## config.mk

```make
export PLATFORM = sky130hd
export DESIGN_NAME = buzz_tone_scheduler
export DESIGN_NICKNAME = d
export VERILOG_FILES = /design/src/rtl/buzz_pkg.sv /design/src/rtl/buzz_tone_divider.sv /design/src/rtl/buzz_tone_scheduler.sv
export SDC_FILE = /design/constraint.sdc
export NUM_CORES = 1
export LEC_CHECK = 0
export CORE_MARGIN = 2
export CORE_UTILIZATION = 63
export CTS_BUF_LIST = sky130_fd_sc_hd__clkbuf_4 sky130_fd_sc_hd__clkbuf_8
export DETAILED_ROUTE_END_ITERATION = 8
export PLACE_DENSITY = 0.92
export SYNTH_ARGS = -nofsm -noshare
export SYNTH_HDL_FRONTEND = slang
export SYNTH_HIERARCHICAL = 1
export SYNTH_SLANG_ARGS = --single-unit
```

## constraint.sdc

```tcl
create_clock -name clk_50MHz -period 3.2 [get_ports clk_50MHz]
set_input_delay 0.64 -clock clk_50MHz [delete_from_list [all_inputs] [get_ports clk_50MHz]]
set_output_delay 0.64 -clock clk_50MHz [all_outputs]
set_load 0.005 [all_outputs]
```

## src/rtl/buzz_pkg.sv

```systemverilog
// Shared types and constants for the buzzer tone scheduler: FSM states,
// tone index, melody ROM and default half-period table.
package buzz_pkg;

  typedef enum logic [1:0] {
    IDLE     = 2'd0,
    MANUAL   = 2'd1,
    SEQ_NOTE = 2'd2,
    SEQ_GAP  = 2'd3
  } state_t;

  typedef logic [1:0] tone_t;

  localparam int CTR_W = 26;

  localparam int unsigned HP0_DEF = 5220000;
  localparam int unsigned HP1_DEF = 10465000;
  localparam int unsigned HP2_DEF = 6592600;
  localparam int unsigned HP3_DEF = 8800000;

  localparam tone_t SEQ_ROM [8] = '{2'd0, 2'd1, 2'd2, 2'd3, 2'd3, 2'd2, 2'd1, 2'd0};

  // req[0] has highest priority
  function automatic tone_t lowest_req(input logic [3:0] r);
    tone_t t;
    casez (r)
      4'b???1: t = 2'd0;
      4'b??10: t = 2'd1;
      4'b?100: t = 2'd2;
      4'b1000: t = 2'd3;
      default: t = 2'd0;
    endcase
    return t;
  endfunction

endpackage

```

## src/rtl/buzz_tone_divider.sv

```systemverilog
// Shared square-wave divider: toggles buzz_out every HP[tone_sel]+1 cycles,
// restarted (counter and output cleared) whenever restart is high.
module buzz_tone_divider
  import buzz_pkg::*;
#(
  parameter int unsigned HP0 = HP0_DEF,
  parameter int unsigned HP1 = HP1_DEF,
  parameter int unsigned HP2 = HP2_DEF,
  parameter int unsigned HP3 = HP3_DEF
) (
  input  logic  clk_50MHz,
  input  logic  reset_button,
  input  logic  restart,
  input  tone_t tone_sel,
  output logic  buzz_out
);

  logic [CTR_W-1:0] ctr;
  logic [CTR_W-1:0] hp;

  always_comb begin
    case (tone_sel)
      2'd0:    hp = CTR_W'(HP0);
      2'd1:    hp = CTR_W'(HP1);
      2'd2:    hp = CTR_W'(HP2);
      default: hp = CTR_W'(HP3);
    endcase
  end

  always_ff @(posedge clk_50MHz or posedge reset_button) begin
    if (reset_button) begin
      ctr      <= '0;
      buzz_out <= 1'b0;
    end else if (restart) begin
      ctr      <= '0;
      buzz_out <= 1'b0;
    end else if (ctr == hp) begin
      ctr      <= '0;
      buzz_out <= ~buzz_out;
    end else begin
      ctr <= ctr + CTR_W'(1);
    end
  end

endmodule

```

## src/rtl/buzz_tone_scheduler.sv

```systemverilog
// Buzzer controller: arbitrates pushbutton tone requests against an 8-step
// melody sequencer and drives one shared square-wave divider.
module buzz_tone_scheduler
  import buzz_pkg::*;
#(
  parameter int unsigned TICK_DIV = 50000,
  parameter int unsigned NOTE_MS  = 250,
  parameter int unsigned GAP_MS   = 50,
  parameter int unsigned HP0      = HP0_DEF,
  parameter int unsigned HP1      = HP1_DEF,
  parameter int unsigned HP2      = HP2_DEF,
  parameter int unsigned HP3      = HP3_DEF
) (
  input  logic       clk_50MHz,
  input  logic       reset_button,
  input  logic [3:0] req,
  input  logic       seq_start,
  input  logic       seq_stop,
  output logic       buzz_out,
  output tone_t      tone_sel,
  output logic       active,
  output logic [2:0] seq_step,
  output logic       seq_done
);

  localparam int TICK_W  = $clog2(TICK_DIV + 1);
  localparam int DUR_MAX = (NOTE_MS > GAP_MS) ? NOTE_MS : GAP_MS;
  localparam int DUR_W   = $clog2(DUR_MAX + 1);
  localparam logic [TICK_W-1:0] TICK_LAST = TICK_W'(TICK_DIV - 1);
  localparam logic [DUR_W-1:0]  NOTE_LAST = DUR_W'(NOTE_MS - 1);
  localparam logic [DUR_W-1:0]  GAP_LAST  = DUR_W'(GAP_MS - 1);

  logic [3:0]        req_p0, req_p1;
  state_t            state;
  logic [TICK_W-1:0] tick_ctr;
  logic [DUR_W-1:0]  dur_ctr;
  logic              any_req, tick_last, note_end, gap_end, leave, restart;
  tone_t             winner;
  logic [2:0]        step_inc;

  assign any_req   = |req_p1;
  assign winner    = lowest_req(req_p1);
  assign tick_last = (tick_ctr == TICK_LAST);
  assign note_end  = (state == SEQ_NOTE) && tick_last && (dur_ctr == NOTE_LAST);
  assign gap_end   = (state == SEQ_GAP) && tick_last && (dur_ctr == GAP_LAST);
  assign step_inc  = seq_step + 3'd1;

  // leave is high exactly when the FSM will change state on this edge
  always_comb begin
    leave = 1'b0;
    case (state)
      IDLE:     leave = any_req || seq_start;
      MANUAL:   leave = !any_req;
      SEQ_NOTE: leave = any_req || seq_stop || note_end;
      SEQ_GAP:  leave = any_req || seq_stop || gap_end;
      default:  leave = 1'b0;
    endcase
  end

  assign restart = leave || (state == IDLE) || (state == SEQ_GAP) ||
                   ((state == MANUAL) && (winner != tone_sel));

  // Stage p0/p1: two-flop synchronizer for the asynchronous button requests
  always_ff @(posedge clk_50MHz or posedge reset_button) begin
    if (reset_button) begin
      req_p0 <= '0;
      req_p1 <= '0;
    end else begin
      req_p0 <= req;
      req_p1 <= req_p0;
    end
  end

  // Tick prescaler and duration counter, cleared on every state entry
  always_ff @(posedge clk_50MHz or posedge reset_button) begin
    if (reset_button) begin
      tick_ctr <= '0;
      dur_ctr  <= '0;
    end else if (leave) begin
      tick_ctr <= '0;
      dur_ctr  <= '0;
    end else if (tick_last) begin
      tick_ctr <= '0;
      dur_ctr  <= dur_ctr + DUR_W'(1);
    end else begin
      tick_ctr <= tick_ctr + TICK_W'(1);
    end
  end

  always_ff @(posedge clk_50MHz or posedge reset_button) begin
    if (reset_button) begin
      state    <= IDLE;
      tone_sel <= 2'd0;
      active   <= 1'b0;
      seq_step <= 3'd0;
      seq_done <= 1'b0;
    end else begin
      seq_done <= 1'b0;
      case (state)
        IDLE: begin
          if (any_req) begin
            state    <= MANUAL;
            tone_sel <= winner;
            active   <= 1'b1;
          end else if (seq_start) begin
            state    <= SEQ_NOTE;
            seq_step <= 3'd0;
            tone_sel <= SEQ_ROM[0];
            active   <= 1'b1;
          end
        end
        MANUAL: begin
          if (!any_req) begin
            state  <= IDLE;
            active <= 1'b0;
          end else begin
            tone_sel <= winner;
          end
        end
        SEQ_NOTE, SEQ_GAP: begin
          if (any_req) begin
            state    <= MANUAL;
            tone_sel <= winner;
            active   <= 1'b1;
            seq_step <= 3'd0;
          end else if (seq_stop) begin
            state    <= IDLE;
            active   <= 1'b0;
            seq_step <= 3'd0;
          end else if (note_end) begin
            state  <= SEQ_GAP;
            active <= 1'b0;
          end else if (gap_end) begin
            if (seq_step == 3'd7) begin
              state    <= IDLE;
              seq_step <= 3'd0;
              seq_done <= 1'b1;
            end else begin
              state    <= SEQ_NOTE;
              seq_step <= step_inc;
              tone_sel <= SEQ_ROM[step_inc];
              active   <= 1'b1;
            end
          end
        end
        default: state <= IDLE;
      endcase
    end
  end

  buzz_tone_divider #(
    .HP0(HP0),
    .HP1(HP1),
    .HP2(HP2),
    .HP3(HP3)
  ) u_divider (
    .clk_50MHz    (clk_50MHz),
    .reset_button (reset_button),
    .restart      (restart),
    .tone_sel     (tone_sel),
    .buzz_out     (buzz_out)
  );

endmodule

```

Word-level counts from Yosys, hierarchy flattened
Memory sizes are Yosys's and may differ from the RTL's.
Cells that the tools add are included.
{"block": "op_classes", "addsub": 4, "order_cmp": 1, "n_eq_ne": 27, "muxes": 54, "n_bitwise": 2, "n_reduce_logical": 24}
{"op": "24-bit one-hot mux with 3 select lines", "n": 1}
{"op": "26-bit two-way mux", "n": 2}
{"op": "2-bit two-way mux", "n": 18}
{"op": "16-bit two-way mux", "n": 2}
{"op": "26-bit by 1-bit adder with 26-bit output (second input constant)", "n": 1}
{"op": "26-bit by 24-bit == test with 1-bit output", "n": 1}
{"op": "3-bit two-way mux", "n": 7}
{"op": "2-bit one-hot mux with 3 select lines", "n": 3}
{"op": "16-bit by 1-bit adder with 16-bit output (second input constant)", "n": 1}
{"op": "16-bit == test (second input constant)", "n": 1}
{"op": "1-bit two-way mux", "n": 16}
{"op": "8-bit two-way mux", "n": 2}
{"op": "3-bit inequality test (second input constant)", "n": 5}
{"op": "5-bit inequality test (second input constant)", "n": 2}
{"op": "8-bit by 1-bit adder with 8-bit output (second input constant)", "n": 1}
{"op": "2-bit == test (second input constant)", "n": 4}
{"op": "8-bit by 6-bit == test with 1-bit output (second input constant)", "n": 1}
{"op": "8-bit == test (second input constant)", "n": 1}
{"op": "2-bit inequality test (second input constant)", "n": 4}
{"op": "4-bit inequality test (second input constant)", "n": 2}
{"op": "1-bit logical OR", "n": 7}
{"op": "3-bit == test (second input constant)", "n": 2}
{"op": "3-bit one-hot mux with 2 select lines", "n": 1}
{"op": "6-bit AND reduction", "n": 1}
{"op": "18 further kinds", "n": 26}
{"block": "word_totals", "regBits": 68, "romBits": 16, "in_bits": 8, "output_inout_bits": 8, "elab_cells": 124, "mem_count": 1}
{"name": "(name not given)", "words": 8, "width": 2, "rd": 1, "rd_clocked_by_memory_dff": 0, "wr": 0, "line_no": "buzz_tone_scheduler.sv:141", "text": "tone_sel <= SEQ_ROM[step_inc];"}

Longest topological paths before layout
{"block": "depth", "word_depth": 11, "mapped_depth": 10, "mapped_depth_nobuf": 8}

Hierarchy
The synthesis kept the hierarchy.
{"mod": "buzz_tone_scheduler", "n_inst": 1, "cells_per_inst": 201, "area_each_um2": 2042.0, "seq_area_each_um2": 1026.0}
{"mod": "buzz_tone_divider", "n_inst": 1, "cells_per_inst": 168, "area_each_um2": 1586.5, "seq_area_each_um2": 675.6}

Worst setup path after synthesis
No wires, ideal clock.
{"block": "synth_timing", "path_type": "flip-flop to flip-flop", "from": "register tone_sel[1]", "to": "register u_divider.ctr[22]", "setup_time_ns": 0.119, "arrival_ns": 2.392, "required_ns": 3.081, "setup_slack_ns": 0.690, "stages_incl_launch_ff": 9, "path_buffers": 1, "period_less_slack_ns": 2.510, "cell_sequence": "dfrtp_1 > inv_1 > ha_1 > xor2_1 > or4_1 > or4_4 > o21bai_4 > buf_4 > nor2_1"}
{"block": "synth_between", "elab_chain_cells": 5, "elab_cells_between_ends": 10, "classes_between": "4 x eq/ne; 3 x mux; 3 x reduce/logical"}
{"element": "start: declaration", "line_no": "buzz_tone_scheduler.sv:20", "text": "output tone_t tone_sel,"}
{"element": "start signal: assignment", "line_no": "buzz_tone_scheduler.sv:103", "text": "tone_sel <= winner;"}
{"element": "start signal: assignment", "line_no": "buzz_tone_scheduler.sv:108", "text": "tone_sel <= SEQ_ROM[0];"}
{"element": "start signal: assignment", "line_no": "buzz_tone_scheduler.sv:117", "text": "tone_sel <= winner;"}
{"element": "2-bit == test (tied with other cells)", "line_no": "buzz_tone_divider.sv:22", "text": "case (tone_sel)"}
{"element": "24-bit one-hot mux with 3 select lines", "line_no": "buzz_tone_divider.sv:22"}
{"element": "26-bit by 24-bit == test with 1-bit output", "line_no": "buzz_tone_divider.sv:37", "text": "end else if (ctr == hp) begin"}
{"element": "26-bit two-way mux", "line_no": "buzz_tone_divider.sv:37"}
{"element": "26-bit two-way mux (*)", "line_no": "buzz_tone_divider.sv:34", "text": "end else if (restart) begin"}
{"element": "end signal: assignment", "line_no": "buzz_tone_divider.sv:41", "text": "ctr <= ctr + CTR_W'(1);"}
{"element": "end: declaration", "line_no": "buzz_tone_divider.sv:18", "text": "logic [CTR_W-1:0] ctr;"}
Every way passes the cells marked *; elsewhere a longest branch is shown, timed or not.
A chain may end at the register's enable or synchronous reset.

Worst setup path after layout
{"block": "layout_timing", "from": "register tone_sel[0]", "to": "register u_divider.ctr[9]"}
Same word-level chain as after synthesis.

==> impl_results.md <==
- Gate count after technology mapping: approximately 370
- Number of distinct standard cells referenced by the synthesized netlist: 51
- Postcts setup bufs: 0
- Path depth of the worst reg2reg path: 7
- Area share of the largest cell type after synthesis: 0.4690
- Min-Delay Endpoint: req_p1[1]
- Worst R2R End: u_divider/ctr[9]
- Multi-input gate area: roughly 0.0018 mm²
- Count of max-cap constraint violations: 0
- Commonest cells after routing, fill and taps aside: 68 x sky130_fd_sc_hd__dfrtp_1, 66 x sky130_fd_sc_hd__nor2_1, 32 x sky130_fd_sc_hd__xor2_1
- Die X: 79.89 µm
- CTS clk-pin slew, worst paths: about 0.070 ns
- Hold Path Origin: req_p0[1]
- DR DRC count: 0
- Highest clock rate: 347.2 MHz
- Iter 0 DRT Violations: about 210
- Number of synthesized register bits: 68
- Endpoint kind of the worst setup timing path: register
- Most area-consuming cells after synthesis: sky130_fd_sc_hd__dfrtp_1 47%, sky130_fd_sc_hd__xor2_1 7.7%, sky130_fd_sc_hd__nor2_1 6.8%
- Depth of the worst hold-timing path: 0
- Most common cell after layout, fill and taps aside: sky130_fd_sc_hd__dfrtp_1
- Cells resized by post-CTS repair: 0
- Most crowded layer after global routing: met2
- CTS tree: done
- Setup-violating endpoint count in the final report: 0
- PortBufs: 15
- Global-route wire length before repair: ~13,000 µm
- Clock latency on the worst-skew pair: between 0.3 and 0.4 ns
- Fill cell total of the finished layout: 380
- Routed WL per cell: 17.00 µm
- Number of levels in the clock H-tree: 3
- Overflow left after global routing: 0
- RePlAce Congestion: 0.8701
- GR Util met2: 0.4592
- Total wire length: 7991 µm
- Core Box Area: 0.005540 mm²
- Post-layout minimum cycle time: 2.880 ns
- Post-synthesis average cell area: 9.833 µm²
- Fin crit share: 0.9001
- Sequential standard cell area: 0.001702 mm²
- Total number of nets in the final design: 414
- Mapped Nets: 390
- Cell leakage power: 0.001732 µW
- Global-route usage over all layers: 0.2763
- Clock sink count: 68
- First drt pass iteration count: 4
- Met1 track utilization from global routing: 0.3408
- Vertical die dimension: 79.89 µm
- Buffer type at the clock tree root: sky130_fd_sc_hd__clkbuf_8
- Via-to-Cell Ratio: 5.917
- Critical path launch point type: register
- Total power divided by cell area: 484.0 mW/mm²
- Share of synthesized area occupied by flip-flops and latches: 0.4690
- Number of buffers on the longest clock path: 2
- Fraction of layout cells with a size suffix above 1: 0.08794
- Maximum vdd drop: around 0.00036 V
- Number of antenna repair diodes: 0
- Number of buffers created by CTS: 9
- Ports placed on the boundary: 16
- Worst relative slew slack: 0.2630
- Hold violation count in the final report: 0
- Pin count of the biggest net entering global routing: 42
- Cell area after synthesis: 0.003628 mm²
- Setup Crit Path Kind: register to register
- Reg2Reg Launch Point: tone_sel[0]
- Routed vias: 2,781
- Met3 Track Usage GR: 0.08710
- Die Area: 0.006382 mm²
- Total negative slack for setup checks: 0 ns
- Type of the most critical hold path: register to register
- Layout overhead on the synthesized area: 11.76%
- Post-route ant nets: 0
- Count of pins over their slew limit: 0
- Clk_skew: about 0.0067 ns
- HPWL after detailed placement: 5529 µm
- Number of core rows: 27
- Number of global-route vias before repair: 2,828
- Starting density of the core: 0.6549
- Warnings from Yosys: 6
- Antenna violations before repair: 0
- Top fanout value on the critical path: 26
- Total Power: 1963 µW
- Cell type with the largest total area after synthesis: sky130_fd_sc_hd__dfrtp_1
- Internal reg-to-reg setup slack: 0.32 ns
- Critical Path AT: 3.08 ns
- Required @ worst endpoint: 3.40 ns
- Run status: completed
- Unrepaired setup endpoints after global routing: false
- Cts-stage hold buffer count: 0
- Measured slew at the worst slew-check pin: between 1 and 1.5 ns
[where the power goes]
| group | total, µW | switching [µW] | leakage, µW | internal, µW |
|---|---|---|---|---|
| clock network | 631 | 314 | 0.0000892 | 317 |
| logic | 368 | 240 | 0.000724 | 128 |
| registers | 964 | 59.0 | 0.000920 | 905 |
[cells in the mapped netlist, drive strengths merged]
master  number
o21bai       4
ha          13
nor3b        1
o211ai       1
o22ai        2
inv         13
nor2        66
and2         1
mux2         2
nor4b        5
or3          3
or4          2
a211o        1
clkbuf       5
mux2i        3
or2          1
nor4bb       4
a31o         1
nand2       22
a31oi        2
a22oi        2
a21oi        7
dfrtp       68
and3        15
xnor2       21
and4         3
nor3         7
nor2b        3
nand3       25
buf          4
a21boi       1
o21ai        7
nand2b       2
and3b        1
xor2        32
a21o         1
nand3b       2
nor4         5
a211oi       1
and4b        2
nand4        8
[worst max path at each step]
stage	from	to	slack, ns	cells past startpoint
after floorplan	tone_sel[1]	u_divider/ctr[22]	0.69	8
after global placement	tone_sel[0]	u_divider/ctr[21]	0.49	7
after detailed placement	tone_sel[0]	u_divider/ctr[23]	0.37	7
after CTS	tone_sel[0]	u_divider/ctr[9]	0.35	7
after global routing	tone_sel[0]	u_divider/ctr[16]	0.22	7
final	tone_sel[0]	u_divider/ctr[9]	0.32	7
[per-stage QoR]
| stage | std cells | setup slack [ns] | util | instance area (µm²) | hold WS [ns] |
|---|---|---|---|---|---|
| floorplan | 369 | 0.6895 | - | 3628 | 0.3312 |
| global placement | 454 | 0.4944 | 0.6999 | 3877 | 0.3321 |
| detailed placement | 454 | 0.3709 | 0.6999 | 3877 | 0.3515 |
| CTS | 470 | 0.3528 | 0.7319 | 4055 | 0.3678 |
| global route | 470 | 0.2167 | 0.7319 | 4055 | 0.3766 |
| finish | 470 | 0.3196 | 0.7319 | 4055 | 0.3655 |
[cells by family after synthesis]
logic type,after synthesis,synth area share
AND/OR/NAND/NOR,178,0.2614
flip-flops,68,0.4690
XOR/XNOR,53,0.1279
AO/OA/AOI/OAI,30,0.05690
buffers and inverters,22,0.02552
adder cells (fa/ha/maj),13,0.04483
multiplexers,5,0.01448
[registers in the layout (all words and copies together) (netlist names)]
signal,cells
u_divider/ctr,26
tick_ctr,16
dur_ctr,8
req_p0,4
req_p1,4
seq_step,3
state,2
tone_sel,2
active,1
seq_done,1
u_divider/buzz_out,1
[routing by layer]
metal,part of all wire,wire [µm]
met1,0.43,3411
met2,0.51,4057
met3,0.047,372
met4,0.019,149
met5,0,0
[layout make-up]
cell class                      instances  share of cell area
Multi-Input combinational cell        279              0.4523
Sequential cell                        68              0.4196
Clock buffer                           12             0.03764
Clock inverter                          4            0.006171
Inverter                               13             0.01203
Timing Repair Buffer                   22             0.04998
Tap cell                               72             0.02222
[worst max-delay path, cell delays in order, from the launching register on]
cell and delay (ns):
sky130_fd_sc_hd__dfrtp_1 0.50, sky130_fd_sc_hd__inv_1 0.14, sky130_fd_sc_hd__ha_1 0.36, sky130_fd_sc_hd__xor2_1 0.14, sky130_fd_sc_hd__or4_1 0.39, sky130_fd_sc_hd__or4_4 0.52, sky130_fd_sc_hd__o21bai_4 0.55, sky130_fd_sc_hd__nor2_1 0.13
Note: power is estimated with default switching activity, not from simulation.
